[src/rtl/mem_bus_arbiter.sv]
// mem_bus_arbiter
//
// Shares one single-port memory slave (the BRAM controller) between two masters on the
// native valid/ready memory bus: port 0 is CPU instruction fetch, port 1 is CPU load/store.
//
// A grant is held for a whole transaction. After every completion the arbiter returns to
// IDLE for at least one cycle, so s_valid always drops between transactions and the slave
// FSM restarts from its idle state. A watchdog aborts a slave access that never completes.
//
// Parameters
//   ADDR_W   address width, all ports
//   DATA_W   data width; strobe width is DATA_W/8
//   RR_EN    1: round-robin on a tie; 0: port 0 always wins a tie
//   TIMEOUT  granted cycles before an access is aborted; 0 disables the watchdog
//
// Ports
//   clk, reset_n                   clock; synchronous active-low reset
//   m0_valid/addr/wdata/wstrb      port 0 request, held stable until m0_ready
//   m0_ready, m0_rdata             port 0 completion pulse and read data
//   m1_*                           port 1, same set as port 0
//   s_valid/addr/wdata/wstrb       request to the slave
//   s_ready, s_rdata               slave completion pulse and read data
//   bus_err                        sticky watchdog-abort flag, cleared only by reset

module mem_bus_arbiter #(
   parameter int unsigned ADDR_W  = 32,
   parameter int unsigned DATA_W  = 32,
   parameter int unsigned RR_EN   = 1,
   parameter int unsigned TIMEOUT = 64
) (
   input  logic                clk,
   input  logic                reset_n,

   input  logic                m0_valid,
   output logic                m0_ready,
   input  logic [ADDR_W-1:0]   m0_addr,
   input  logic [DATA_W-1:0]   m0_wdata,
   input  logic [DATA_W/8-1:0] m0_wstrb,
   output logic [DATA_W-1:0]   m0_rdata,

   input  logic                m1_valid,
   output logic                m1_ready,
   input  logic [ADDR_W-1:0]   m1_addr,
   input  logic [DATA_W-1:0]   m1_wdata,
   input  logic [DATA_W/8-1:0] m1_wstrb,
   output logic [DATA_W-1:0]   m1_rdata,

   output logic                s_valid,
   input  logic                s_ready,
   output logic [ADDR_W-1:0]   s_addr,
   output logic [DATA_W-1:0]   s_wdata,
   output logic [DATA_W/8-1:0] s_wstrb,
   input  logic [DATA_W-1:0]   s_rdata,

   output logic                bus_err
);

   localparam int unsigned STRB_W = DATA_W / 8;

   // The counter only has to reach TIMEOUT-1.
   localparam int unsigned WDOG_W = (TIMEOUT > 1) ? $clog2(TIMEOUT) : 1;
   localparam logic [WDOG_W-1:0] WDOG_LAST = WDOG_W'((TIMEOUT == 0) ? 0 : TIMEOUT - 1);

   typedef enum logic [1:0] {
      StIdle   = 2'd0,
      StGrant0 = 2'd1,
      StGrant1 = 2'd2
   } state_e;

   state_e              state_q,   state_d;
   logic                last_q,    last_d;     // port that completed most recently
   logic [WDOG_W-1:0]   wdog_q,    wdog_d;
   logic                bus_err_q, bus_err_d;
   logic [ADDR_W-1:0]   addr_q,    addr_d;
   logic [DATA_W-1:0]   wdata_q,   wdata_d;
   logic [STRB_W-1:0]   wstrb_q,   wstrb_d;

   logic granted;
   logic wdog_expire;
   logic xfer_end;
   logic rr_pick1;
   logic pick0;
   logic pick1;

   // ---------------------------------------------------------------------------------
   // Arbitration and transaction-end decode
   // ---------------------------------------------------------------------------------
   always_comb begin
      granted     = (state_q != StIdle);
      // Abort only when the slave is not completing in this very cycle.
      wdog_expire = (TIMEOUT != 0) && granted && (wdog_q == WDOG_LAST) && !s_ready;
      xfer_end    = granted && (s_ready || wdog_expire);

      // On a tie round-robin hands the grant to the port that did not finish last.
      rr_pick1    = (RR_EN != 0) && !last_q;
      pick1       = m1_valid && (!m0_valid || rr_pick1);
      pick0       = m0_valid && !pick1;
   end

   // ---------------------------------------------------------------------------------
   // Next-state logic
   // ---------------------------------------------------------------------------------
   always_comb begin
      state_d   = state_q;
      last_d    = last_q;
      wdog_d    = wdog_q;
      bus_err_d = bus_err_q;
      addr_d    = addr_q;
      wdata_d   = wdata_q;
      wstrb_d   = wstrb_q;

      unique case (state_q)
         StIdle: begin
            wdog_d = '0;
            if (pick0) begin
               state_d = StGrant0;
               addr_d  = m0_addr;
               wdata_d = m0_wdata;
               wstrb_d = m0_wstrb;
            end else if (pick1) begin
               state_d = StGrant1;
               addr_d  = m1_addr;
               wdata_d = m1_wdata;
               wstrb_d = m1_wstrb;
            end
         end

         StGrant0, StGrant1: begin
            if (xfer_end) begin
               state_d = StIdle;
               wdog_d  = '0;
               // Only a real slave completion moves the round-robin pointer.
               if (s_ready) begin
                  last_d = (state_q == StGrant1);
               end
               if (wdog_expire) begin
                  bus_err_d = 1'b1;
               end
            end else if (TIMEOUT != 0) begin
               wdog_d = wdog_q + 1'b1;
            end
         end

         default: begin
            state_d = StIdle;
         end
      endcase
   end

   // ---------------------------------------------------------------------------------
   // State registers
   // ---------------------------------------------------------------------------------
   always_ff @(posedge clk) begin
      if (!reset_n) begin
         state_q   <= StIdle;
         last_q    <= 1'b1;
         wdog_q    <= '0;
         bus_err_q <= 1'b0;
         addr_q    <= '0;
         wdata_q   <= '0;
         wstrb_q   <= '0;
      end else begin
         state_q   <= state_d;
         last_q    <= last_d;
         wdog_q    <= wdog_d;
         bus_err_q <= bus_err_d;
         addr_q    <= addr_d;
         wdata_q   <= wdata_d;
         wstrb_q   <= wstrb_d;
      end
   end

   // ---------------------------------------------------------------------------------
   // Outputs
   // ---------------------------------------------------------------------------------
   always_comb begin
      s_valid  = 1'b0;
      s_addr   = addr_q;
      s_wdata  = wdata_q;
      s_wstrb  = '0;
      m0_ready = 1'b0;
      m1_ready = 1'b0;
      m0_rdata = s_rdata;
      m1_rdata = s_rdata;

      unique case (state_q)
         StGrant0: begin
            s_valid  = 1'b1;
            s_wstrb  = wstrb_q;
            // Gated by reset so a transaction killed by reset never completes.
            m0_ready = xfer_end && reset_n;
            if (wdog_expire) begin
               m0_rdata = '0;
            end
         end

         StGrant1: begin
            s_valid  = 1'b1;
            s_wstrb  = wstrb_q;
            m1_ready = xfer_end && reset_n;
            if (wdog_expire) begin
               m1_rdata = '0;
            end
         end

         default: begin
         end
      endcase
   end

   assign bus_err = bus_err_q;

endmodule

[config.mk]
export PLATFORM = sky130hd
export DESIGN_NAME = mem_bus_arbiter
export DESIGN_NICKNAME = d
export VERILOG_FILES = /design/src/rtl/mem_bus_arbiter.sv
export SDC_FILE = /design/constraint.sdc
export NUM_CORES = 1
export LEC_CHECK = 0
export BUFFER_PORTS_ARGS = -buffer_cell sky130_fd_sc_hd__buf_4
export CELL_PAD_IN_SITES_DETAIL_PLACEMENT = 1
export CELL_PAD_IN_SITES_GLOBAL_PLACEMENT = 2
export CORE_ASPECT_RATIO = 0.8
export CORE_MARGIN = 3
export CORE_UTILIZATION = 20
export DETAILED_ROUTE_END_ITERATION = 10
export PLACE_DENSITY = 0.84
export SLEW_MARGIN = 30
export SYNTH_ARGS = -nofsm -noshare
export SYNTH_HDL_FRONTEND = slang
export SYNTH_SLANG_ARGS = --single-unit
[constraint.sdc]
create_clock -name clk -period 3.1 [get_ports clk]
set_clock_uncertainty 0.05 [all_clocks]
set_input_delay 0.31 -clock clk [delete_from_list [all_inputs] [get_ports clk]]
set_output_delay 0.31 -clock clk [all_outputs]
set_load 0.02 [all_outputs]
==> flow_summary.html <==
<table>
<tr><th>Metric</th><th>Value</th></tr>
<tr><th colspan="2">STA</th></tr>
<tr><td>Number of max-slew violations in the final report</td><td>0</td></tr>
<tr><td>Final Setup Violations</td><td>0</td></tr>
<tr><td>Smallest setup slack after layout</td><td>0.537 ns</td></tr>
<tr><td>Final period demand of the worst path</td><td>2.56 ns</td></tr>
<tr><td>Fmax achieved</td><td>390 MHz</td></tr>
<tr><td>Tightest Pin Transition</td><td>0.488 ns</td></tr>
<tr><td>Period utilisation layout</td><td>0.827</td></tr>
<tr><td>Summed negative setup slack over all endpoints</td><td>0 ns</td></tr>
<tr><td>Max-slew headroom</td><td>0.674</td></tr>
<tr><td>RSZ-0062 raised after global routing</td><td>no</td></tr>
<tr><td>Fin. Hold Viols</td><td>0</td></tr>
<tr><th colspan="2">CTS</th></tr>
<tr><td>CTS clk-pin slew, worst paths</td><td>0.06 ns</td></tr>
<tr><td>Total setup buffers inserted after CTS</td><td>0</td></tr>
<tr><td>Maximum number of buffers from clock root to sink</td><td>2</td></tr>
<tr><td># hold bufs at CTS</td><td>0</td></tr>
<tr><td>Clock tree sinks</td><td>78</td></tr>
<tr><td>Cell chosen for the clock root</td><td>clkbuf_16</td></tr>
<tr><td>CTS-repair resized insts</td><td>0</td></tr>
<tr><td>Number of buffers created by CTS</td><td>9</td></tr>
<tr><td>Htree depth</td><td>3</td></tr>
<tr><td>Clock tree from TritonCTS</td><td>yes</td></tr>
<tr><td>Later-pin clock latency in the skew report</td><td>0.34 ns</td></tr>
<tr><th colspan="2">Die</th></tr>
<tr><td>Die extent in x</td><td>161 um</td></tr>
<tr><td>Standard-cell row count</td><td>44</td></tr>
<tr><td>Die area</td><td>21100 um^2</td></tr>
<tr><td>Initial Utilization</td><td>0.208</td></tr>
<tr><td>Height of the die</td><td>130 um</td></tr>
<tr><td>I/O Pins</td><td>309</td></tr>
<tr><td>Standard cell core area</td><td>18600 um^2</td></tr>
<tr><th colspan="2">Logic synthesis</th></tr>
<tr><td>Most used DFF post-synth</td><td>dfxtp_1</td></tr>
<tr><td>Leading cell types by total area after synthesis</td><td>dfxtp_1 40%, nand2_1 14%, a31oi_1 11%</td></tr>
<tr><td>Cell Area, Synth</td><td>3870 um^2</td></tr>
<tr><td>Post-synthesis net count</td><td>691</td></tr>
<tr><td>Post-synth top area share</td><td>0.404</td></tr>
<tr><td>Commonest cells in the netlist</td><td>141 x nand2_1, 78 x dfxtp_1, 69 x o21ai_0</td></tr>
<tr><td>Dominant cell type by area after synthesis</td><td>dfxtp_1</td></tr>
<tr><td>Instance count of the mapped netlist</td><td>513</td></tr>
<tr><td>Yosys warnings</td><td>0</td></tr>
<tr><td>Async set-or-reset flop fraction in the synthesized netlist</td><td>0</td></tr>
<tr><td>Most repeated cell in the gate-level netlist after synthesis</td><td>nand2_1</td></tr>
<tr><td>Post-synth EDFFs</td><td>0</td></tr>
<tr><td>#FFs+latches synth</td><td>78</td></tr>
<tr><td>Mean cell area of the mapped netlist</td><td>7.54 um^2</td></tr>
<tr><td>Cell variety after synth</td><td>35</td></tr>
<tr><td>Portion of the post-synthesis area used by sequential elements</td><td>0.404</td></tr>
<tr><th colspan="2">Critical path</th></tr>
<tr><td>Sequence of cells on the critical path</td><td>inv_1 -&gt; ha_1 -&gt; nand4b_4 -&gt; nor3_2 -&gt; and2_1 -&gt; buf_4 -&gt; nor2b_1 -&gt; buf_4</td></tr>
<tr><td>R2r endpoint</td><td>s_addr[18]$_SDFFE_PN0P_</td></tr>
<tr><td>Req. time, crit path</td><td>2.74 ns</td></tr>
<tr><td>CP Launch Point</td><td>state_q[0]$_SDFFE_PN0P_</td></tr>
<tr><td>Buffers &amp; Inverters on Critical Path</td><td>3</td></tr>
<tr><td>Critical Path End Type</td><td>primary output</td></tr>
<tr><td>Category of the critical setup timing path</td><td>reg -&gt; out</td></tr>
<tr><td>Sort of element at the start of the critical path</td><td>register</td></tr>
<tr><td>RR Startpoint</td><td>state_q[0]$_SDFFE_PN0P_</td></tr>
<tr><td>Slowest CP cell</td><td>dfxtp_1</td></tr>
<tr><td>Dominant cell type by count on the critical path</td><td>buf_4</td></tr>
<tr><td>Worst Reg2Reg Path Length in Cells</td><td>6</td></tr>
<tr><td>Gate family responsible for the most delay along the worst path</td><td>simple AND/OR/NAND/NOR gates</td></tr>
<tr><td>Arrival time worst endpoint</td><td>2.20 ns</td></tr>
<tr><td>Critical Path Fanout Max</td><td>32</td></tr>
<tr><td>Flop2flop setup slack</td><td>1.19 ns</td></tr>
<tr><td>Longest individual stage delay on the worst path</td><td>0.38 ns</td></tr>
<tr><th colspan="2">Cells and area</th></tr>
<tr><td>Area growth from synthesis to layout</td><td>72.6%</td></tr>
<tr><td>Area of the multi-input gates</td><td>2100 um^2</td></tr>
<tr><td>Filler-free cell count of the finished design</td><td>1056</td></tr>
<tr><td>Sequential cell area</td><td>1560 um^2</td></tr>
<tr><td>Post-Route Utilization</td><td>0.360</td></tr>
<tr><td>Fillcell total</td><td>2295</td></tr>
<tr><td>Count of inserted antenna diode cells</td><td>0</td></tr>
<tr><td>Fraction of layout instances using a drive strength above 1</td><td>0.425</td></tr>
<tr><td>Layout Nets</td><td>976</td></tr>
<tr><th colspan="2">Run</th></tr>
<tr><td>Max Cap Viol</td><td>0</td></tr>
<tr><th colspan="2">Global route</th></tr>
<tr><td>Met1 demand-to-capacity share in global routing</td><td>0.172</td></tr>
<tr><td>Busiest grt layer</td><td>met2</td></tr>
<tr><td>Via count of the first global-routing pass</td><td>4567</td></tr>
<tr><td>Maximum number of pins on one net before global-route repair</td><td>65</td></tr>
<tr><td>Met2 routing resource usage after global routing</td><td>0.263</td></tr>
<tr><td>Overall routing resource usage</td><td>0.152</td></tr>
<tr><td>Met3 global-route usage</td><td>0.0687</td></tr>
<tr><td>Antenna violations before repair</td><td>0</td></tr>
<tr><td>Gr ovfl total</td><td>0</td></tr>
<tr><td>First-pass GRT wire length</td><td>25400 um</td></tr>
<tr><th colspan="2">Power</th></tr>
<tr><td>Static Leak</td><td>3.19 nW</td></tr>
<tr><td>Peak supply drop</td><td>0.000231 V</td></tr>
<tr><td>Pwr per Cell Area</td><td>551 nW/um^2</td></tr>
<tr><th colspan="2">Route</th></tr>
<tr><td>Remaining design rule violation count</td><td>0</td></tr>
<tr><td>Routed length per instance</td><td>16.2 um</td></tr>
<tr><td>Remaining antenna violation count</td><td>0</td></tr>
<tr><td>Detail-routed via count per cell</td><td>4.34</td></tr>
<tr><td>Via Count</td><td>4583</td></tr>
<tr><td>Number of design-rule violations left by the first detailed-router iteration</td><td>183</td></tr>
<tr><td>Number of detailed-routing iterations run before antenna repair</td><td>4</td></tr>
<tr><td>Aggregate routed wire length</td><td>17100 um</td></tr>
<tr><th colspan="2">Hold path</th></tr>
<tr><td>Hold Path Sink</td><td>s_wdata[15]$_SDFFE_PN0P_</td></tr>
<tr><td>Worst hold stages</td><td>3</td></tr>
<tr><td>Min-delay worst type</td><td>in -&gt; reg</td></tr>
<tr><td>Source of the worst hold timing path</td><td>m0_wdata[15]</td></tr>
<tr><th colspan="2">Placement</th></tr>
<tr><td>Detailed placement HPWL</td><td>13000 um</td></tr>
<tr><td>Total of buffers placed on input and output ports</td><td>308</td></tr>
<tr><td>Final Wtd Congestion</td><td>0.786</td></tr>
<tr><td>Worst-case setup slack after placement</td><td>0.876 ns</td></tr>
<tr><td>Dpl cells</td><td>1040</td></tr>
<tr><th colspan="2">Status</th></tr>
<tr><td>Outcome</td><td>finished clean</td></tr>
</table>
==> stage by stage <==
stage               hold slack, ns  instance area [um^2]  total power [mW]
floorplan                    0.412                  3870              2.00
global route                 0.176                  6670              3.92
global placement             0.437                  6380              2.66
CTS                          0.158                  6670              3.76
finish                       0.183                  6670              3.68
detailed placement           0.438                  6380              2.67
==> area by class of cell <==
class	instances	share of cell area
inverter	4	0.00225
tap	253	0.0474
clock inverter	7	0.00975
timing repair buffer	317	0.358
sequential	78	0.234
clock buffer	9	0.0337
multi-input combinational	388	0.314
==> worst register-to-register path, delay by kind of cell (launching register included) <==
family / cells / cell delay (ns)
AOI/OAI and AO/OA: 3 / 0.74
adders and majority gates: 1 / 0.23
buffers and inverters: 2 / 0.48
DFF: 1 / 0.34
==> worst max-delay path by stage <==
stage | cells past startpoint | endpoint | slack [ns]
after global placement | 8 | m1_rdata[23] | 0.92
after floorplan | 7 | m0_rdata[10] | 1.26
after CTS | 8 | m1_rdata[23] | 0.51
after detailed placement | 8 | m1_rdata[23] | 0.88
final | 8 | m1_rdata[23] | 0.54
after global routing | 8 | m1_rdata[23] | 0.36
==> sequential cells by signal, indices dropped and copies added (netlist names) <==
| register | flops |
|---|---|
| wdog_q | 6 |
| state_q | 2 |
| s_addr | 32 |
| wstrb_q | 4 |
| bus_err | 1 |
| last_q | 1 |
| s_wdata | 32 |
==> layer usage <==
metal,wire length [um],vias up,share of wire
li1,-,2311,-
met3,1870,14,0.11
met2,8070,193,0.47
met5,0,-,0
met4,203,0,0.012
met1,6960,2065,0.41
==> layout by cell type (no fill, tap or decap), types with 3 or more instances in the layout <==
cell	count
buf_4	316
inv_1	3
dfxtp_1	78
clkinv_2	4
nor2_1	6
nor2b_1	65
a31oi_1	68
nand2_1	141
ha_1	5
clkbuf_16	9
and2_1	7
o21ai_0	69
==> kinds of logic (layout without fill, tap and decap cells) <==
family | after synthesis | in the layout | synth area share
compound gates | 149 | 149 | 0.228
xor+xnor | 4 | 4 | 0.00906
fa+ha+maj | 5 | 5 | 0.0162
buf+inv | 47 | 337 | 0.0576
flops | 78 | 78 | 0.404
mux | 1 | 1 | 0.00259
simple gates | 229 | 229 | 0.283
==> power by group <==
group	switching, mW	internal, mW
sequential	0.0874	1.19
combinational	0.761	0.592
clock	0.435	0.618
No activity file was read; power rests on OpenSTA's default activity.
